--- src/rtl/line_trigger_sequencer.sv ---
// line_trigger_sequencer
//   Schedules line acquisitions for the linear image sensor and frames the
//   ADC pixel stream. Triggers come from the encoder step pulse (divided by
//   i_enc_div) or from a free-running period timer. Each line issues the SI
//   pulse, marks DUMMY_CNT lead-in clocks and PIX_CNT active pixels, and
//   enforces MIN_PERIOD clocks between consecutive SI rises.
//
// Ports
//   i_clk          sensor clock (same net as CLKC)
//   i_rst          synchronous, active-high reset
//   i_enable       accept triggers
//   i_mode         trigger source: 0 = free-run timer, 1 = encoder
//   i_free_period  free-run period in clocks, 0 disables the timer
//   i_enc_div      encoder steps per trigger, 0 behaves as 1
//   i_enc_step     one-clock pulse per decoded encoder step
//   o_si           sensor start-integration pulse
//   o_pix_valid    current ADC sample is an active pixel
//   o_pix_idx      active pixel index, 0 outside active pixels
//   o_line_start   pulse on the first active pixel
//   o_line_end     pulse on the last active pixel
//   o_line_cnt     completed lines, wrapping
//   o_trig_miss    pulse one clock after a dropped trigger
//   o_busy         high whenever a line is in progress
//   o_miss_cnt     saturating dropped-trigger count
//
// Build option
//   LINESEQ_MISS_CNT_EN : builds the dropped-trigger counter; when undefined
//                         o_miss_cnt is tied to 0.
//
// state    | meaning
// ---------+---------------------------------------------------------------
// S_IDLE   | waiting for a trigger or the pending flag
// S_EXPOSE | SI pulse, then lead-in clocks up to the first valid pixel
// S_ACTIVE | PIX_CNT active pixels
// S_GUARD  | hold-off until MIN_PERIOD clocks after the SI rise

module line_trigger_sequencer #(
   parameter int DUMMY_CNT  = 89,
   parameter int PIX_CNT    = 2592,
   parameter int SI_WIDTH   = 2,
   parameter int MIN_PERIOD = 2800
) (
   input  logic        i_clk,
   input  logic        i_rst,
   input  logic        i_enable,
   input  logic        i_mode,
   input  logic [15:0] i_free_period,
   input  logic [7:0]  i_enc_div,
   input  logic        i_enc_step,
   output logic        o_si,
   output logic        o_pix_valid,
   output logic [11:0] o_pix_idx,
   output logic        o_line_start,
   output logic        o_line_end,
   output logic [15:0] o_line_cnt,
   output logic        o_trig_miss,
   output logic        o_busy,
   output logic [15:0] o_miss_cnt
);

   typedef enum logic [1:0] {S_IDLE, S_EXPOSE, S_ACTIVE, S_GUARD} state_t;

   localparam logic [15:0] C_EXP_LAST   = 16'(DUMMY_CNT - 1);
   // Leaving GUARD at this count puts the launch in the IDLE cycle just
   // before MIN_PERIOD, so the next SI rises exactly MIN_PERIOD after this one.
   localparam logic [15:0] C_GUARD_LAST = 16'(MIN_PERIOD - 2);
   localparam logic [15:0] C_SI_W       = 16'(SI_WIDTH);
   localparam logic [11:0] C_PIX_LAST   = 12'(PIX_CNT - 1);

   state_t      r_state, w_state_nxt;
   logic        r_mode_q, r_pend;
   logic [7:0]  r_enc_cnt;
   logic [15:0] r_tmr_cnt, r_per_cnt;
   logic        r_si, r_pix_valid, r_line_start, r_line_end, r_trig_miss, r_busy;
   logic [11:0] r_pix_idx;
   logic [15:0] r_line_cnt;

   logic        w_mode_chg, w_enc_run, w_tmr_run, w_trig_enc, w_trig_tmr;
   logic        w_trig, w_launch, w_miss;
   logic [8:0]  w_div_eff, w_enc_inc;
   logic [16:0] w_tmr_inc;
   logic [15:0] w_per_nxt;
   logic [11:0] w_pix_nxt;
   logic        w_si_nxt, w_pv_nxt, w_ls_nxt, w_le_nxt, w_busy_nxt;

   // Trigger sources. A mode change swallows that cycle's trigger and
   // restarts both dividers from zero.
   always_comb begin
      w_mode_chg = (i_mode != r_mode_q);
      w_div_eff  = (i_enc_div == 8'd0) ? 9'd1 : {1'b0, i_enc_div};
      w_enc_inc  = {1'b0, r_enc_cnt} + 9'd1;
      w_tmr_inc  = {1'b0, r_tmr_cnt} + 17'd1;
      w_enc_run  = i_enable && i_mode && i_enc_step && !w_mode_chg;
      w_tmr_run  = i_enable && !i_mode && (i_free_period != 16'd0) && !w_mode_chg;
      w_trig_enc = w_enc_run && (w_enc_inc >= w_div_eff);
      w_trig_tmr = w_tmr_run && (w_tmr_inc >= {1'b0, i_free_period});
      w_trig     = w_trig_enc || w_trig_tmr;
      w_launch   = (r_state == S_IDLE) && i_enable && (w_trig || r_pend);
      w_miss     = (r_state != S_IDLE) && w_trig && r_pend;
   end

   always_ff @(posedge i_clk) begin
      if (i_rst) begin
         r_mode_q  <= 1'b0;
         r_enc_cnt <= 8'd0;
         r_tmr_cnt <= 16'd0;
         r_pend    <= 1'b0;
      end else begin
         r_mode_q <= i_mode;
         if (w_mode_chg) begin
            r_enc_cnt <= 8'd0;
            r_tmr_cnt <= 16'd0;
         end else begin
            if (w_enc_run) r_enc_cnt <= w_trig_enc ? 8'd0 : w_enc_inc[7:0];
            if (w_tmr_run) r_tmr_cnt <= w_trig_tmr ? 16'd0 : w_tmr_inc[15:0];
         end
         // In IDLE the flag is consumed by the launch; disabled it is dropped.
         if (!i_enable || r_state == S_IDLE) r_pend <= 1'b0;
         else if (w_trig)                    r_pend <= 1'b1;
      end
   end

   // State register
   always_ff @(posedge i_clk) begin
      if (i_rst) r_state <= S_IDLE;
      else       r_state <= w_state_nxt;
   end

   // Next state
   always_comb begin
      w_state_nxt = r_state;
      case (r_state)
         S_IDLE:   if (w_launch) w_state_nxt = S_EXPOSE;
         S_EXPOSE: if (r_per_cnt >= C_EXP_LAST) w_state_nxt = S_ACTIVE;
         S_ACTIVE: if (r_pix_idx == C_PIX_LAST)
                      w_state_nxt = (r_per_cnt >= C_GUARD_LAST) ? S_IDLE : S_GUARD;
         S_GUARD:  if (r_per_cnt >= C_GUARD_LAST) w_state_nxt = S_IDLE;
         default:  w_state_nxt = S_IDLE;
      endcase
   end

   // Outputs are computed one cycle ahead from the next state and registered.
   always_comb begin
      w_per_nxt  = (r_state == S_IDLE) ? 16'd0 : r_per_cnt + 16'd1;
      w_pv_nxt   = (w_state_nxt == S_ACTIVE);
      w_pix_nxt  = 12'd0;
      if (w_pv_nxt && r_state == S_ACTIVE) w_pix_nxt = r_pix_idx + 12'd1;
      w_si_nxt   = (w_state_nxt == S_EXPOSE) && (w_per_nxt < C_SI_W);
      w_ls_nxt   = w_pv_nxt && (r_state != S_ACTIVE);
      w_le_nxt   = w_pv_nxt && (w_pix_nxt == C_PIX_LAST);
      w_busy_nxt = (w_state_nxt != S_IDLE);
   end

   always_ff @(posedge i_clk) begin
      if (i_rst) begin
         r_per_cnt    <= 16'd0;
         r_si         <= 1'b0;
         r_pix_valid  <= 1'b0;
         r_pix_idx    <= 12'd0;
         r_line_start <= 1'b0;
         r_line_end   <= 1'b0;
         r_line_cnt   <= 16'd0;
         r_trig_miss  <= 1'b0;
         r_busy       <= 1'b0;
      end else begin
         r_per_cnt    <= w_per_nxt;
         r_si         <= w_si_nxt;
         r_pix_valid  <= w_pv_nxt;
         r_pix_idx    <= w_pix_nxt;
         r_line_start <= w_ls_nxt;
         r_line_end   <= w_le_nxt;
         r_trig_miss  <= w_miss;
         r_busy       <= w_busy_nxt;
         if (w_le_nxt) r_line_cnt <= r_line_cnt + 16'd1;
      end
   end

`ifdef LINESEQ_MISS_CNT_EN
   logic [15:0] r_miss_cnt;
   always_ff @(posedge i_clk) begin
      if (i_rst)                                r_miss_cnt <= 16'd0;
      else if (w_miss && r_miss_cnt != 16'hFFFF) r_miss_cnt <= r_miss_cnt + 16'd1;
   end
   assign o_miss_cnt = r_miss_cnt;
`else
   assign o_miss_cnt = 16'd0;
`endif

   assign o_si         = r_si;
   assign o_pix_valid  = r_pix_valid;
   assign o_pix_idx    = r_pix_idx;
   assign o_line_start = r_line_start;
   assign o_line_end   = r_line_end;
   assign o_line_cnt   = r_line_cnt;
   assign o_trig_miss  = r_trig_miss;
   assign o_busy       = r_busy;

endmodule

--- config.mk ---
export PLATFORM = sky130hd
export DESIGN_NAME = line_trigger_sequencer
export DESIGN_NICKNAME = d
export VERILOG_FILES = /design/src/rtl/line_trigger_sequencer.sv
export SDC_FILE = /design/constraint.sdc
export NUM_CORES = 1
export LEC_CHECK = 0
export ABC_CLOCK_PERIOD_IN_PS = 3330
export CORE_UTILIZATION = 54
export DETAILED_ROUTE_END_ITERATION = 12
export HOLD_SLACK_MARGIN = 0.03
export PLACE_DENSITY_LB_ADDON = 0.05
export SKIP_LAST_GASP = 1
export SLEW_MARGIN = 20
export SYNTH_ARGS = -nofsm -noshare
export SYNTH_HDL_FRONTEND = slang
export SYNTH_SLANG_ARGS = --single-unit
--- constraint.sdc ---
create_clock -name i_clk -period 3.33 [get_ports i_clk]
set_input_delay 0.666 -clock i_clk [delete_from_list [all_inputs] [get_ports i_clk]]
set_output_delay 0.666 -clock i_clk [all_outputs]
set_load 0.005 [all_outputs]
==> metrics.md, run 1 <==
| Metric | Value |
|---|---|
| Final clock skew | 12.7 ps |
| DIE WIDTH | 95.9 um |
| Vias | 4039 |
| Post-Synthesis Cells | between 500 and 600 |
| Peak supply drop | 0.000260 V |
| Crit path max fanout | 4 |
| Drt total wl | 9950 um |
| Largest area contributor in the netlist | dfxtp_1 |
| Fin crit share | 0.923 |
| Sink Count | slightly below 80 |
| Synth Warn # | 0 |
| Post-synth EDFFs | 0 |
| DR vias/cell | roughly 5.3 |
| Data required time of the worst path | 3560 ps |
| Outcome | completed |
| Die H | approximately 96 um |
| Total GRT Usage | 0.236 |
| Final Max Tran Viols | 0 |
| Hold Fails Final Rpt | 0 |
| Number of port buffers | between 60 and 70 |
| Antenna-violating nets left | 0 |
| Initial Utilization | 0.568 |
| Most frequent cell after synthesis | nor2_1 |
| Fillers | 740 |
| Critical path class | reg2reg |
| Worst reg2reg path startpoint | r_tmr_cnt[0] |
| Reg2reg path depth | 14 |
| Root Driver | clkbuf_8 |
| Top cells by count, synth | nor2_1 (89), dfxtp_1 (78), xnor2_1 (43) |
| Hold WS | about 480 ps |
| Post-place setup slack | a little under 90 ps |
| Initial antenna violation count | 0 |
| Max Freq | 325 MHz |
| Layout Nets | 704 |
| Clk_lat worst skew | between 300 and 400 ps |
| Cell Pwr Density | 322 nW/um2 |
| PostCTS Resize Cnt | 0 |
| Detailed Place HPWL | roughly 7700 um |
| Hold Crit Start | r_tmr_cnt[1] |
| Max Cap Viol | 0 |
| Unique masters post-synth | 58 |
| Synth Register Bits | 78 |
| Critical Path End | o_si |
| Vias in the first global route | 3743 |
| Ant diodes | 0 |
| RePlAce Congestion | between 0.8 and 0.9 |
| Leakage power | 0.00229 uW |
| RSZ-0062 raised after global routing | no |
| Worst Setup End Kind | flop |
| Area Growth Syn to Fin | 18.4% |
| # DRC | 0 |
| Reg clk slew, reported paths | 70 ps |
| CTS Buffer Depth | 2 |
| WL per Instance | 13.2 um |
| Min cycle time layout | 3070 ps |
| Final setup fails | 0 |
| Drt pass-1 iters | 4 |
| Slew @ Worst Pin | approximately 700 ps |
| Synth top area share | 0.328 |
| Total CTS buffers | 9 |
| Reg2reg end | o_si |
| Share of layout cells above drive strength 1 | 0.0600 |
| Hold Buf Count CTS | 0 |
| Core box area | roughly 8400 um2 |
| Relative max-transition margin | 0.546 |
| FP Rows | 33 |
| Post-CTS setup repair buffer count | 0 |
| CP Data Arrival Time | 3310 ps |
| Global-route wire length before repair | 16800 um |
| Ys flop type | dfxtp_1 |
| Hold crit path type | reg2reg |
| CTS tree | done |
| Syn_area_per_cell | 8.13 um2 |
| Seq/Total Area, Yosys | 0.328 |
| Startpoint Class | flop |
| Initial DRC count | ~130 |
| Crit path launch | r_tmr_cnt[0] |
| Worst R2R Setup Slack | 260 ps |
| Total gr overflow | 0 |
| H-tree Lvls | 3 |
| Async set-or-reset flop fraction in the synthesized netlist | 0 |
| Top cells by area, synth | dfxtp_1 (33%), xnor2_1 (7.9%), ha_1 (7.9%) |
| Worst setup margin | 256 ps |
| Die area | 9190 um2 |
| Io pins | 79 |
| Setup TNS | 0 ps |
| Largest net degree at the start of global routing | 27 |
| Mapped Area | 4760 um2 |
==> where the power goes <==
| group | internal, uW | switching, uW | leakage [uW] |
|---|---|---|---|
| sequential | 933 | 1.53 | 0.000628 |
| clock | 441 | 337 | 0.000110 |
| combinational | 47.9 | 50.0 | 0.00155 |
| total | 1420 | 389 | 0.00229 |
==> worst min path at each step <==
stage              endpoint  slack, ps  cells past startpoint
3_5_place_dp   r_tmr_cnt[1]        460                      2
4_1_cts        r_tmr_cnt[1]        480                      2
6_report       r_tmr_cnt[1]        480                      2
5_1_grt        r_tmr_cnt[1]        510                      2
3_3_place_gp   r_tmr_cnt[1]        460                      2
2_1_floorplan  r_per_cnt[0]        450                      1
==> registers in the layout, summed over array words and instances (netlist names), 2 cells and up <==
| signal | flops |
|---|---|
| o_line_cnt | 16 |
| r_per_cnt | 16 |
| r_tmr_cnt | 16 |
| o_pix_idx | 12 |
| r_enc_cnt | 8 |
| r_state | 2 |
==> worst max-delay path, cell delays in order (launching register included) <==
cell	delay [ps]
dfxtp_1	420
ha_1	230
nand3_1	120
nor3_1	250
and3_2	270
nand3_1	130
xnor2_1	160
ha_1	290
nand2_1	60
o21ai_0	140
nand2b_1	70
a31oi_1	210
nor3b_1	110
o21a_1	200
nor4_1	300
==> cell usage in the layout, fill, tap and decap left out, types with 18 or more instances in the layout <==
cell / n
nor2_1: 89
dfxtp_1: 78
clkdlybuf4s50_1: 62
xnor2_1: 43
nand2_1: 40
inv_1: 38
xor2_1: 32
ha_1: 30
nand3_1: 27
and3_1: 18
==> per-stage QoR <==
step | utilization | area (um2) | power, uW | std cells
3_5_place_dp | 0.645 | 5410 | 1050 | 739
4_1_cts | 0.671 | 5630 | 1830 | 755
3_3_place_gp | 0.645 | 5410 | 1050 | 739
5_1_grt | 0.672 | 5630 | 1890 | 755
2_1_floorplan | - | 4810 | 1010 | 600
6_report | 0.672 | 5630 | 1810 | 755
==> logic make-up after synthesis <==
| group | Yosys count | synth area share |
|---|---|---|
| DFF | 78 | 0.328 |
| AOI/OAI and AO/OA | 58 | 0.0823 |
| adders and majority gates | 30 | 0.0789 |
| xor gates and xnor gates | 75 | 0.138 |
| muxes | 7 | 0.0166 |
| and+or+nand+nor | 264 | 0.283 |
| other | 1 | 0.000788 |
| buffers and inverters | 72 | 0.0723 |
==> routing by layer <==
| layer | vias to the layer above | routed length, um | global-route usage |
|---|---|---|---|
| li1 | 2085 | - | - |
| met1 | 1863 | 4800 | 0.310 |
| met2 | 85 | 4730 | 0.391 |
| met3 | 6 | 343 | 0.0498 |
| met4 | 0 | 69 | 0.0659 |
| met5 | - | 0 | 0 |
==> layout make-up <==
class / count / area (um2) / area share
Clock buffer: 12 / 145 / 0.0258
Timing Repair Buffer: 68 / 666 / 0.118
Inverter: 38 / 143 / 0.0253
Sequential cell: 78 / 1560 / 0.277
Multi-Input combinational cell: 450 / 2920 / 0.518
Tap cell: 105 / 131 / 0.0233
Clock inverter: 4 / 70.1 / 0.0124
No activity file was read; power rests on OpenSTA's default activity.
==> inputs of run 2 (changes only) <==
==> constraint.sdc (replaced) <==
create_clock -name i_clk -period 3.33 [get_ports i_clk]
set_input_delay 0.333 -clock i_clk [delete_from_list [all_inputs] [get_ports i_clk]]
set_output_delay 0.333 -clock i_clk [all_outputs]
set_load 0.005 [all_outputs]
==> run 2 against run 1 <==
  * Combinational power shrank 1%
  * Register-to-register slack gained 30 ps
  * Critical path type unchanged
  * Largest cell class unchanged
  * Highest routed layer unchanged
  * Worst setup slack gained 35 ps
  * Non-clock buffer count shrank 3
==> metrics.md, run 2 (synthesis gave the netlist of run 1 again) <==
| Metric | Value |
|---|---|
| Crit path max fanout | 5 |
| Worst Setup End Kind | flop |
| Io pins | 79 |
| CTS Buffer Depth | 2 |
| Initial antenna violation count | 0 |
| H-tree Lvls | 3 |
| Drt pass-1 iters | 4 |
| Hold Fails Final Rpt | 0 |
| Relative max-transition margin | 0.568 |
| Total GRT Usage | 0.230 |
| Sink Count | 78 |
| Setup TNS | 0 ps |
| # DRC | 0 |
| Max incr delay on CP | 390 ps |
| Global-route wire length before repair | between 15000 and 20000 um |
| Crit path launch | r_tmr_cnt[0] |
| Drt total wl | 9790 um |
| Final setup fails | 0 |
| Slew @ Worst Pin | about 650 ps |
| Vias | 4045 |
| Total CTS buffers | 9 |
| Root Driver | clkbuf_8 |
| Reg2reg path depth | 13 |
| Most common cell on crit path | ha_1 |
| Final clock skew | about 10 ps |
| Crit-path leading delay family | simple AND/OR/NAND/NOR gates |
| Vias in the first global route | between 3000 and 4000 |
| Clk_lat worst skew | 350 ps |
| Post-CTS setup repair buffer count | 0 |
| Core box area | roughly 8400 um2 |
| Largest net degree at the start of global routing | 30 |
| Hold EP | r_tmr_cnt[1] |
| Area Growth Syn to Fin | 18.6% |
| Data required time of the worst path | 3560 ps |
| DR vias/cell | 5.39 |
| Initial Utilization | 0.568 |
| Critical path class | reg2reg |
| Reg clk slew, reported paths | 70 ps |
| Max Cap Viol | 0 |
| Antenna-violating nets left | 0 |
| WL per Instance | 13.0 um |
| Final core utilization | 0.674 |
| Min cycle time layout | 3040 ps |
| Cell Pwr Density | 332 nW/um2 |
| Final Max Tran Viols | 0 |
| Reg2reg end | o_si |
| Worst reg2reg path startpoint | r_tmr_cnt[0] |
| Initial DRC count | between 100 and 150 |
| Max stage delay cell, worst path | dfxtp_1 |
| RePlAce Congestion | 0.821 |
| Detailed Place HPWL | 7430 um |
| Layout Nets | about 700 |
| Peak supply drop | 0.000242 V |
| Outcome | completed |
| Hold path cells | 2 |
| FP Rows | 33 |
| Hold crit path type | reg2reg |
| RSZ-0062 raised after global routing | no |
| Critical path buffers and inverters | 0 |
| Share of layout cells above drive strength 1 | 0.0588 |
| Fillers | 695 |
| CP Cell Sequence | ha_1, nand3_2, nor3_2, and3_2, nand3_1, xnor2_1, ha_1, a21o_1, a21oi_1, a31oi_2, nor3b_1, o21a_1, nor4_1 |
| Die area | 9190 um2 |
| Die H | 95.9 um |
| Max Freq | 329 MHz |
| CTS tree | done |
| Most frequent cells in the layout | nor2_1 (89), dfxtp_1 (78), clkdlybuf4s50_1 (62), xnor2_1 (43), nand2_1 (41) |
| Worst R2R Setup Slack | between 200 and 300 ps |
| Startpoint Class | flop |
| Ant diodes | 0 |
| DIE WIDTH | 95.9 um |
| Hold Crit Start | r_tmr_cnt[1] |
| Fin crit share | 0.913 |
| CP Data Arrival Time | 3270 ps |
| Total gr overflow | 0 |
| Leakage power | 0.00228 uW |
| Number of port buffers | between 60 and 70 |
| Commonest non-fill, non-tap cell in the layout | nor2_1 |
[run 2: power breakdown]
group	total (uW)	internal [uW]	switching (uW)
sequential	935	933	1.36
clock	843	513	330
combinational	96.6	47.2	49.5
[run 2: routing by layer]
metal / global-route usage / share of wire / vias up
met3: 0.0537 / 0.035 / 11
met2: 0.397 / 0.48 / 71
met1: 0.288 / 0.47 / 1883
met5: 0 / 0 / -
met4: 0.0585 / 0.013 / 0
li1: - / - / 2080
[run 2: worst max-delay path by stage]
stage / end / cells past startpoint
after global routing: o_si / 14
after detailed placement: o_si / 14
after floorplan: r_tmr_cnt[10] / 15
final: o_si / 13
after CTS: o_si / 14
after global placement: o_si / 13
[run 2: worst min-delay path, stage by stage, from the launching register on]
cell     delay, ps
dfxtp_1        330
nand2_1         60
a21oi_1         50
[run 2: final cells by class]
| cell class | instances | area, um2 | share of cell area |
|---|---|---|---|
| Clock buffer | 11 | 141 | 0.0250 |
| Clock inverter | 4 | 95.1 | 0.0168 |
| Inverter | 38 | 143 | 0.0253 |
| Multi-Input combinational cell | 450 | 2930 | 0.519 |
| Sequential cell | 78 | 1560 | 0.277 |
| Tap cell | 105 | 131 | 0.0233 |
| Timing Repair Buffer | 65 | 643 | 0.114 |
[run 2: metrics by stage]
stage	setup slack (ps)	area, um2	cells	hold slack, ps	total power, uW
2_1_floorplan	321	4810	600	449	1010
3_3_place_gp	348	5390	736	457	1050
3_5_place_dp	220	5390	736	474	1050
4_1_cts	165	5620	751	484	1890
5_1_grt	24.2	5650	751	508	1940
6_report	290	5650	751	482	1870
[run 2: what timing repair did]
action                     CTS  global route
hold buffers                 0             0
setup endpoints to repair    0            19
hold endpoints to repair     0             0
resized for setup            0             4
